<file path="config.mk">
export PLATFORM = sky130hd
export DESIGN_NAME = fifo_burst_reader
export DESIGN_NICKNAME = d
export VERILOG_FILES = /design/src/rtl/fifo_burst_reader.sv
export SDC_FILE = /design/constraint.sdc
export NUM_CORES = 1
export LEC_CHECK = 0
export BUFFER_PORTS_ARGS = -buffer_cell sky130_fd_sc_hd__buf_2
export CORE_MARGIN = 2
export CORE_UTILIZATION = 30
export DETAILED_ROUTE_END_ITERATION = 10
export GPL_ROUTABILITY_DRIVEN = 0
export PLACE_DENSITY = 0.69
export SETUP_SLACK_MARGIN = 0.3
export SYNTH_ARGS = -nofsm -noshare
export SYNTH_HDL_FRONTEND = slang
export SYNTH_SLANG_ARGS = --single-unit
</file>
<file path="constraint.sdc">
create_clock -name clk -period 1.7 [get_ports clk]
set_clock_uncertainty 0.05 [all_clocks]
set_input_delay 0.085 -clock clk [delete_from_list [all_inputs] [get_ports clk]]
set_output_delay 0.085 -clock clk [all_outputs]
set_load 0.01 [all_outputs]
</file>
<file path="src/rtl/fifo_burst_reader.sv">
// fifo_burst_reader: pops beats from a first-word-fall-through FIFO and
// presents them on a valid/ready stream in bursts of BURST_LEN beats.
// Every beat waits one cycle in HOLD so its last-ness can be decided
// (full burst, flush, another beat pending, or idle timeout) before it
// is offered downstream.
module fifo_burst_reader #(
    parameter int DATA_W    = 128,
    parameter int BURST_LEN = 4,
    parameter int TIMEOUT   = 16,
    parameter int CNT_W     = 8
) (
    input  logic              clk,
    input  logic              rstn,
    input  logic              fifo_empty,
    input  logic [DATA_W-1:0] fifo_rddata,
    output logic              fifo_rden,
    output logic              m_valid,
    output logic [DATA_W-1:0] m_data,
    output logic              m_last,
    input  logic              m_ready,
    input  logic              i_flush,
    output logic              o_busy,
    output logic [CNT_W-1:0]  o_burst_cnt
);

    localparam int IDX_W = (BURST_LEN > 1) ? $clog2(BURST_LEN) : 1;
    localparam int TMO_W = $clog2(TIMEOUT) + 1;
    localparam logic [IDX_W-1:0] LAST_IDX = IDX_W'(BURST_LEN - 1);
    localparam logic [TMO_W-1:0] TMO_LAST = TMO_W'(TIMEOUT - 1);

    typedef enum logic [1:0] {
        IDLE  = 2'd0,
        HOLD  = 2'd1,
        OFFER = 2'd2
    } state_e;

    state_e            state_q, state_d;
    logic [DATA_W-1:0] data_q, data_d;
    logic              last_q, last_d;
    logic [IDX_W-1:0]  hold_idx_q, hold_idx_d;
    logic [IDX_W-1:0]  next_idx_q, next_idx_d;
    logic [TMO_W-1:0]  tmo_q, tmo_d;
    logic [CNT_W-1:0]  cnt_q, cnt_d;
    logic [IDX_W-1:0]  succ_idx;

    // Index the beat after the held one would get: a closed burst restarts at 0.
    assign succ_idx = last_q ? '0 : hold_idx_q + 1'b1;

    // Next-state, pop request and burst bookkeeping.
    always_comb begin
        state_d    = state_q;
        data_d     = data_q;
        last_d     = last_q;
        hold_idx_d = hold_idx_q;
        next_idx_d = next_idx_q;
        tmo_d      = tmo_q;
        cnt_d      = cnt_q;
        fifo_rden  = 1'b0;
        case (state_q)
            IDLE: begin
                if (!fifo_empty) begin
                    fifo_rden  = 1'b1;
                    data_d     = fifo_rddata;
                    hold_idx_d = next_idx_q;
                    tmo_d      = '0;
                    state_d    = HOLD;
                end
            end
            HOLD: begin
                if (hold_idx_q == LAST_IDX || i_flush) begin
                    state_d = OFFER;
                    last_d  = 1'b1;
                end else if (!fifo_empty) begin
                    state_d = OFFER;
                    last_d  = 1'b0;
                end else if (tmo_q == TMO_LAST) begin
                    state_d = OFFER;
                    last_d  = 1'b1;
                end else begin
                    tmo_d = tmo_q + 1'b1;
                end
            end
            OFFER: begin
                if (m_ready) begin
                    next_idx_d = succ_idx;
                    if (last_q) cnt_d = cnt_q + 1'b1;
                    if (!fifo_empty) begin
                        fifo_rden  = 1'b1;
                        data_d     = fifo_rddata;
                        hold_idx_d = succ_idx;
                        tmo_d      = '0;
                        state_d    = HOLD;
                    end else begin
                        state_d = IDLE;
                    end
                end
            end
            default: state_d = IDLE;
        endcase
    end

    // State and datapath registers with synchronous active-low reset.
    always_ff @(posedge clk) begin
        if (!rstn) begin
            state_q    <= IDLE;
            data_q     <= '0;
            last_q     <= 1'b0;
            hold_idx_q <= '0;
            next_idx_q <= '0;
            tmo_q      <= '0;
            cnt_q      <= '0;
        end else begin
            state_q    <= state_d;
            data_q     <= data_d;
            last_q     <= last_d;
            hold_idx_q <= hold_idx_d;
            next_idx_q <= next_idx_d;
            tmo_q      <= tmo_d;
            cnt_q      <= cnt_d;
        end
    end

    assign m_valid     = (state_q == OFFER);
    assign m_data      = data_q;
    assign m_last      = last_q;
    assign o_busy      = (state_q != IDLE);
    assign o_burst_cnt = cnt_q;

endmodule

</file>
* Word-level counts from Yosys, hierarchy flattened
Cells that the tools add are included.
Word-level totals: output and inout port bits 140, logic and storage cells 61, flip-flop bits (word level) 148
Cells by class: add/subtract/negate cells 3, reduce and logical (&&, ||, !) cells 12, eq/ne operators 12, multiplexer cells 27
Operator list (count):
- $mux 128 | 2
- $pmux 128 s2 | 1
- $mux 5 | 5
- $mux 2 | 9
- $pmux 5 s3 | 1
- $ne 2x2->1 const B | 5
- $add 8x1->8 const B | 1
- $mux 1 | 6
- $pmux 2 s3 | 1
- $reduce_and 2->1 | 3
- $reduce_and 3->1 | 2
- $add 5x1->5 const B | 1
- $eq 5x4->1 const B | 1
- $reduce_and 5->1 | 1
- $eq 2x2->1 const B | 2
- $ne 4x4->1 const B | 1
- $pmux 2 s2 | 1
- $reduce_and 4->1 | 1
- $reduce_bool 2->1 | 2
- $ne 3x1->1 const B | 1
- $reduce_bool 3->1 | 1
- $add 2x1->2 const B | 1
- $eq 2x1->1 const B | 1
- $logic_not 2->1 | 1
- 3 further kinds | 3

* Longest topological paths before layout
depth after elaboration 5, gate-level depth with buffers 7, gate-level depth less buffers 6

* Worst setup path after synthesis
OpenSTA, ideal clock, no wires.
path type register to register, start register tmo_q[0], end register tmo_q[1], period minus slack after synthesis 1.820 ns, data required time 1.578 ns, stages on the path, launching flop included 7, arrival time 1.698 ns, library setup time 0.072 ns, path slack -0.120 ns, path buffers 0, cells stage by stage dfxtp_1 > ha_1 > and3_1 > ha_1 > nor4b_2 > o2bb2ai_4 > mux2i_1
On the way: longest elaborated chain between the ends 5, elaborated cells between the ends (all ways) 8, classes of those cells add/sub (1); eq/ne (2); mux (4); reduce/logical (1)
RTL lines:
- start, declared | line 42 | logic [TMO_W-1:0] tmo_q, tmo_d;
- start signal, assigned | line 118 | tmo_q <= tmo_d;
- $add 5x1->5 | line 80 | tmo_d = tmo_q + 1'b1;
- $mux 5 | line 76 | end else if (tmo_q == TMO_LAST) begin
- $mux 5 | line 73 | end else if (!fifo_empty) begin
- $mux 5 | line 70 | if (hold_idx_q == LAST_IDX || i_flush) begin
- $pmux 5 s3 | line 59 | case (state_q)
Parallel ways exist; a longest one is shown, timed or not. The select of a mux whose other input is x is not followed. A chain may end at the register's enable or synchronous reset.

* Final worst setup path
Same ends and word-level chain as after synthesis.

==> run summary <==
run status - finished with violations
failing checks - negative setup slack
Peak VDD IR - 0.647 mV
register area share after synthesis - 46.0%
initial antenna violation count - 0
post-route cell area - 12,200 um^2
Cell Pwr Density - 785 nW/um^2
crit path DAT - 2.03 ns
Synth Net Count - 862
Initial Util - 30.6%
reg2reg path depth - 7
row count - 53
Synth top area share - 46.0%
CTS tree - yes
via-per-instance ratio - 5.77
Skew-Pair Late Insertion Delay - 0.42 ns
fin nets - 1,274
Max FO, Critical Path - 6
area of the multi-input gates - 3980 um^2
die height - 150 um
crit path kind - reg2reg
Layout area overhead - 89.5%
DRC violations left - 0
clock root buffer - clkbuf_16
Tot GR Track Use - 21.7%
H-tree depth - 4
I/O pins - 273
commonest non-fill, non-tap cell in the layout - buf_2
Main synth FF type - dfxtp_1
layout cells sized above 1 - 51.4%
Synth async-reset ratio - 0%
EDFF count, synth - 0
largest net degree at the start of global routing - 71
Antenna Diode Count - 0
placed instance area - 8100 um^2
worst-margin pin slew - 0.420 ns
Peak Freq - 576 MHz
CP endpoint kind - flip-flop
met2 Use GR - 35.9%
CP Launch Type - flip-flop
Reg area - 2970 um^2
total length of routed wires - 31,600 um
Leak Pwr - 4.84 nW
die footprint - 22,600 um^2
critical path required time - 1.99 ns
FILL cells - 1,666
met1 Use GR - 26.8%
gr ovfl total - 0
cells after synthesis - 725
CTS sink cnt - 148
Clock Tree Buf Depth - 2
Top Usage Layer GRT - met2
Die X - 150 um
post-synth cell types - 43
Vias - 8,224
pins over their slew limit - 0
largest cells by area after synthesis - dfxtp_1 (46%), o2111ai_1 (17%), a21oi_1 (10%)
Num CTS Buffers - 17
Yosys top cell by area - dfxtp_1
Mean Syn Cell Area - 8.88 um^2
port bufs - 272
worst rel slew slack - 72.0%
post-synthesis cell area - 6440 um^2
Min-Delay Path Class - in2reg
area of the core - 21,000 um^2
RSZ-0062 raised after global routing - true
pre-CTS setup slack - -0.0553 ns
Reg clk slew, reported paths - 0.06 ns
Synthesis Warnings - 0
most frequent cells in the layout - buf_2 (268), dfxtp_1 (142), dlygate4sd3_1 (131), o2111ai_1 (108), a21oi_1 (106)
hold depth - 3
first-pass GRT wire length - 39,200 um
part of the cycle the worst path needs - 102%
setup ws final - -0.0369 ns
Final min period - 1.74 ns
count of state elements after synthesis - 148
Starting DRT DRC Count - 636
Routed wire per std cell - 22.2 um
Max-Cap Viols - 0
Detailed Place HPWL - 12,900 um
DRT Pass-1 Iters - 5
endpoints failing setup - 2
vias in the first global route - 7,568
Detail Route Antenna Nets - 0
Fin. Hold Viols - 0
Min Hold Slack - 0.0711 ns
Setup TNS - -0.0538 ns
met3 usage - 4.73%
## layout make-up
cell class | count | share of cell area, %
Sequential cell | 148 | 24.4
Multi-Input combinational cell | 466 | 32.6
Clock buffer | 24 | 3.95
Inverter | 8 | 0.451
Clock inverter | 8 | 0.431
Timing Repair Buffer | 496 | 35.4
Tap cell | 275 | 2.82
## flip-flops by register name, indices dropped and copies added (netlist names)
signal / cells
hold_idx_q: 2
m_data: 128
m_last: 1
next_idx_q: 2
o_burst_cnt: 8
state_q: 2
tmo_q: 5
## report_power, final
part	switching, W	leakage, nW	internal, W
clock network	0.00155	0.260	0.00198
logic	0.00117	3.37	0.00106
registers	0.000145	1.22	0.00367
## cell families after synthesis
kind of cell,share of synthesized area [%]
flip-flops,46.0
multiplexers,1.28
adder cells (fa/ha/maj),0.778
buffers and inverters,7.66
XOR/XNOR,0.136
AO/OA/AOI/OAI,39.9
AND/OR/NAND/NOR,4.16
## cell usage after synthesis, drive strengths merged, types with 4 or more instances
master / count
dfxtp: 148
a21oi: 134
o21ai: 132
o2111ai: 128
clkbuf: 81
buf: 23
nand2: 8
inv: 7
nor2: 7
mux2i: 6
or3: 6
nor2b: 5
ha: 4
nand3: 4
## critical path: stages, from the launching register on
cell and delay [ns]:
dfxtp_2 0.34, ha_4 0.15, and3_4 0.18, ha_4 0.16
nor4b_4 0.21, buf_4 0.19, o2bb2ai_4 0.17, mux2i_1 0.21
## layer usage
layer | wire length (um) | part of all wire (%) | vias up
met2 | 15300 | 48 | 448
met5 | 0 | 0 | -
met3 | 2350 | 7.4 | 107
met1 | 12800 | 41 | 3983
li1 | - | - | 3686
met4 | 1120 | 3.6 | 0
## per-stage QoR
step | utilization, % | power, W | cells
after CTS | 49.5 | 0.00903 | 1372
after global placement | 38.5 | 0.00512 | 1191
after floorplan | - | 0.00456 | 725
final | 58.0 | 0.00957 | 1425
after global routing | 58.0 | 0.00989 | 1425
after detailed placement | 38.5 | 0.00514 | 1191
## repair_timing
item,4_1_cts,5_1_grt
buffers inserted,11,28
gates cloned,7,25
hold buffers,131,0
endpoints found under the hold margin,134,0
gates resized for setup,43,345
endpoints found under the setup margin,142,135
pin swaps,11,163
## path summary, 6_finish.rpt
check                          startpoint                      end  slack (ns)
setup / recovery    tmo_q[0]$_SDFFE_PN0P_    tmo_q[1]$_SDFFE_PN0P_       -0.04
hold / removal                 fifo_empty      m_last$_SDFFE_PN0P_        0.07
setup reg to reg    tmo_q[0]$_SDFFE_PN0P_    tmo_q[1]$_SDFFE_PN0P_       -0.04
hold reg to reg   m_data[95]$_SDFFE_PN0P_  m_data[95]$_SDFFE_PN0P_        0.40
(Power assumes the default switching activity.)
